`config.mk`:
```
export PLATFORM = sky130hd
export DESIGN_NAME = fwd_hazard_ctrl
export DESIGN_NICKNAME = d
export VERILOG_FILES = /design/src/rtl/fwd_pkg.sv /design/src/rtl/fwd_match.sv /design/src/rtl/fwd_hazard_ctrl.sv
export SDC_FILE = /design/constraint.sdc
export NUM_CORES = 1
export LEC_CHECK = 0
export ABC_CLOCK_PERIOD_IN_PS = 9700
export CELL_PAD_IN_SITES_DETAIL_PLACEMENT = 1
export CELL_PAD_IN_SITES_GLOBAL_PLACEMENT = 2
export CORE_ASPECT_RATIO = 2
export CORE_UTILIZATION = 33
export DETAILED_ROUTE_END_ITERATION = 8
export HOLD_SLACK_MARGIN = 0.12
export PLACE_DENSITY_LB_ADDON = 0.08
export SLEW_MARGIN = 15
export SYNTH_ARGS = -nofsm -noshare
export SYNTH_HDL_FRONTEND = slang
export SYNTH_HIERARCHICAL = 1
export SYNTH_SLANG_ARGS = --single-unit
```
`constraint.sdc`:
```
create_clock -name clk -period 9.7 [get_ports clk]
set_clock_uncertainty 0.2 [all_clocks]
set_input_delay 2.425 -clock clk [delete_from_list [all_inputs] [get_ports clk]]
set_output_delay 2.425 -clock clk [all_outputs]
set_load 0.05 [all_outputs]
```
`src/rtl/fwd_pkg.sv`:
```
// Shared sizing helpers and the in-flight entry type for the forwarding /
// load-use hazard controller.
package fwd_pkg;

  localparam int REG_W_DEF = 5;
  // Widest register index an entry can hold; REG_W must not exceed this.
  localparam int RD_MAX_W  = 16;

  typedef struct packed {
    logic                v;
    logic                we;
    logic                load;
    logic [RD_MAX_W-1:0] rd;
  } ent_t;

  function automatic int sel_w(input int nstage);
    return (nstage < 1) ? 1 : $clog2(nstage + 1);
  endfunction

endpackage

```
`src/rtl/fwd_match.sv`:
```
// Per-operand priority compare of one source index against the in-flight
// table: youngest matching producer wins, and a hit on EX tags a load-use.
module fwd_match
  import fwd_pkg::*;
#(
  parameter int REG_W  = REG_W_DEF,
  parameter int NSTAGE = 2,
  parameter int SEL_W  = sel_w(NSTAGE)
) (
  input  logic [REG_W-1:0] rs,
  input  ent_t             ent [NSTAGE],
  output logic [SEL_W-1:0] sel,
  output logic             load_hit
);

  logic [NSTAGE-1:0]   w_match;
  logic [RD_MAX_W-1:0] w_rs_ext;

  assign w_rs_ext = RD_MAX_W'(rs);

  generate
    for (genvar gi = 0; gi < NSTAGE; gi++) begin : g_cmp
      assign w_match[gi] = ent[gi].v & ent[gi].we &
                           (ent[gi].rd == w_rs_ext) & (rs != '0);
    end
  endgenerate

  // Scan oldest to youngest so the nearest producer overwrites older ones.
  always_comb begin
    sel = '0;
    for (int k = NSTAGE - 1; k >= 0; k--) begin
      if (w_match[k]) sel = SEL_W'(k + 1);
    end
  end

  assign load_hit = w_match[0] & ent[0].load;

endmodule

```
`src/rtl/fwd_hazard_ctrl.sv`:
```
// Forwarding-select and load-use stall controller: tracks producers in the
// stages ahead of ID and registers the forward selects for the EX stage.
module fwd_hazard_ctrl
  import fwd_pkg::*;
#(
  parameter int  REG_W  = REG_W_DEF,
  parameter int  NSRC   = 2,
  parameter int  NSTAGE = 2,
  localparam int SEL_W  = sel_w(NSTAGE)
) (
  input  logic                    clk,
  input  logic                    rst,
  input  logic                    id_valid,
  input  logic [NSRC*REG_W-1:0]   id_rs,
  input  logic [REG_W-1:0]        id_rd,
  input  logic                    id_we,
  input  logic                    id_load,
  input  logic                    stall_in,
  input  logic                    flush,
  output logic [NSRC*SEL_W-1:0]   fwd_sel,
  output logic                    stall_out,
  output logic [15:0]             stall_cnt
);

  // r_ent[0] is the instruction in EX, r_ent[k] is k+1 stages ahead of ID.
  ent_t                  r_ent [NSTAGE];
  logic [NSRC*SEL_W-1:0] r_fwd_sel;
  logic [15:0]           r_stall_cnt;

  logic [NSRC*SEL_W-1:0] w_sel;
  logic [NSRC-1:0]       w_load_hit;
  logic                  w_id_live;
  logic                  w_stall;
  ent_t                  w_id_ent;

  generate
    for (genvar gi = 0; gi < NSRC; gi++) begin : g_src
      fwd_match #(
        .REG_W  (REG_W),
        .NSTAGE (NSTAGE),
        .SEL_W  (SEL_W)
      ) u_match (
        .rs       (id_rs[gi*REG_W +: REG_W]),
        .ent      (r_ent),
        .sel      (w_sel[gi*SEL_W +: SEL_W]),
        .load_hit (w_load_hit[gi])
      );
    end
  endgenerate

  assign w_id_live = id_valid & ~flush;
  assign w_stall   = w_id_live & (|w_load_hit);

  always_comb begin
    w_id_ent      = '0;
    w_id_ent.v    = w_id_live;
    w_id_ent.we   = id_we;
    w_id_ent.load = id_load;
    w_id_ent.rd   = RD_MAX_W'(id_rd);
  end

  always_ff @(posedge clk) begin
    if (rst) begin
      for (int k = 0; k < NSTAGE; k++) r_ent[k] <= '0;
      r_fwd_sel   <= '0;
      r_stall_cnt <= '0;
    end else if (!stall_in) begin
      for (int k = NSTAGE - 1; k > 0; k--) r_ent[k] <= r_ent[k-1];
      if (w_stall) begin
        // Bubble into EX; the consumer stays in ID and re-evaluates next cycle.
        r_ent[0]  <= '0;
        r_fwd_sel <= '0;
        if (r_stall_cnt != 16'hFFFF) r_stall_cnt <= r_stall_cnt + 16'd1;
      end else begin
        r_ent[0]  <= w_id_ent;
        r_fwd_sel <= w_id_live ? w_sel : '0;
      end
    end
  end

  assign fwd_sel   = r_fwd_sel;
  assign stall_out = w_stall;
  assign stall_cnt = r_stall_cnt;

endmodule

```
==> flow_summary.ini <==
[outcome]
run_status = finished with violations
violations = DRC

[final_layout]
final_layout_fill_cell_count = 725
area_growth_pct = 38.73
finalNetCount = 344
num_antenna_cells = 0
final_common_cell = sky130_fd_sc_hd__conb_1
layout.core_utilization = 0.4769
layoutNonFillerInstCount = 385
layout.cells.most_common_list = 44 x sky130_fd_sc_hd__conb_1, 42 x sky130_fd_sc_hd__clkdlybuf4s50_1, 37 x sky130_fd_sc_hd__nor2_1
layout-drive-gt1-share = 0.06522

[hold_path]
hold_path_class = flip-flop to flip-flop
worstHoldStart = r_ent[35]$_SDFFE_PP0N_

[power_and_ir_drop]
p_total_uw = 372.5
static-leakage-power_uw = 0.001141
pwr_density_cell_mw_per_mm2 = 130.1
vdd_ir_drop_max_uv = 130.5

[yosys]
synth_area_per_cell_um2 = 8.711
syn-cell-area_mm2 = 0.002064
netlist_instances = 237
synth_warnings = 6

[placement]
detailedPlacementHpwl_mm = 4.664
number_of_placed_instances_taps_included = 377
gp_routability_congestion = 0.8761
portBuffers = 42

[detailed_routing]
drcViolationCount = 2
per_cell_routed_wire_length_um = 15.57
vias = 2022
detail_route.iter0.violations = 37
remaining_antenna_violation_count = 0
drt-total-wl_mm = 5.996
vias_per_cell = 5.252
drt_pre_antenna_iters = 6

[clock_network]
h_tree_lvls = 2
root_buffer_master = sky130_fd_sc_hd__clkbuf_16
number_of_buffers_inserted_by_post_cts_setup_repair = 0
post_cts_resized = 0
cts_tree = built
hold_buffers = 0
path_clk_slew_ps = 50
tritoncts.num_buffers = 5
clkSinkCount = 35
maximum_clock_insertion_buffer_count = 2
worst_skew_pair.late_latency_ps = 280

[setup_path]
crit_fanout = 3
critical_path.endpoint_type = primary output
worstSetupStartpointType = input pin
endpoint = stall_out
ff2ff_path_depth = 8
cp.required_ps = 7080
crit_type = input pin to primary output
critical_path.reg2reg.startpoint = r_ent[21]$_SDFFE_PP0N_
regToRegSetupSlack_ps = 6220
worstPathArrival_ps = 5090
reg2reg_to = stall_cnt[15]$_SDFFE_PP0P_
worst_setup_path_startpoint = id_rs[7]

[floorplanning]
fp.dieArea_mm2 = 0.006596
die_height_um = 113.9
num_io_pins = 43
floorplan.die.width_um = 57.93
coreArea_mm2 = 0.006006
floorplan.initialDensity = 0.3438
floorplan.rows = 40

[global_routing]
grt_antenna_before_repair = 0
gr-total-overflow = 0
via_count_of_the_first_global_routing_pass = 2124
grt_pass1_wl_mm = 10.01
grt_max_degree = 37
globalRouteTotalUtil = 0.2014

[run]
drv.max_cap_violation_count = 0

[sta]
drv_slew = 0
hold_viol_final = 0
post-route-period-util = 0.7958
unrepaired_setup_endpoints_after_global_routing = false
timing_worst_slew_pin_value_ps = 1081
totalNegativeSetupSlack_ps = 0
setup_violations = 0
slew_headroom = 0.2773
hold_ws_ps = 317.5
timing.final.crit_period_ps = 7719
max_freq_mhz = 129.5
==> power by group <==
part	switching, uW	internal, uW	total [uW]
registers	3.29	147	150
logic	17.3	16.9	34.2
clock network	60.7	128	188
total	81.2	291	372
==> metrics by stage <==
stage          setup slack (ps)  cell area, um^2
4_1_cts                    1882             2864
5_1_grt                    1658             2864
3_3_place_gp               1978             2690
2_1_floorplan              3139             2226
3_5_place_dp               1942             2690
6_report                   1981             2864
==> flip-flops by register name, summed over array words and instances, names as in the netlist <==
register	flops
fwd_sel	4
r_ent	15
stall_cnt	16
==> metal layers <==
metal	share of wire	wire, um	vias up	GRT usage
met5	0	0	-	0
met4	0.047	279	0	0.1238
met3	0.029	171	18	0.02834
met2	0.57	3416	40	0.3900
met1	0.35	2128	965	0.1869
li1	-	-	999	-
==> cell type report <==
cell class	instances	area (um^2)	area share
clock inverter	2	35.03	0.01223
sequential	35	700.7	0.2446
tap	63	78.83	0.02752
inverter	7	26.28	0.009174
clock buffer	6	138.9	0.04849
timing repair buffer	43	427.9	0.1494
multi-input combinational	229	1456	0.5085
==> worst min path at each step <==
stage	endpoint	depth (start not counted)
finish	r_ent[35]$_SDFFE_PP0N_	2
global route	stall_cnt[12]$_SDFFE_PP0P_	2
CTS	r_ent[35]$_SDFFE_PP0N_	2
floorplan	r_ent[35]$_SDFFE_PP0N_	2
global placement	r_ent[35]$_SDFFE_PP0N_	2
detailed placement	fwd_sel[1]$_SDFFE_PP0N_	2
==> worst max-delay path, stage by stage <==
cell                              delay [ps]
sky130_fd_sc_hd__clkdlybuf4s50_1         460
sky130_fd_sc_hd__xor2_1                  170
sky130_fd_sc_hd__nor4_1                  440
sky130_fd_sc_hd__nand4_1                 220
sky130_fd_sc_hd__nor3b_1                 330
sky130_fd_sc_hd__nor2_1                  120
sky130_fd_sc_hd__nor2_1                  110
sky130_fd_sc_hd__clkdlybuf4s50_1         810
Note: power is estimated with default switching activity, not from simulation.
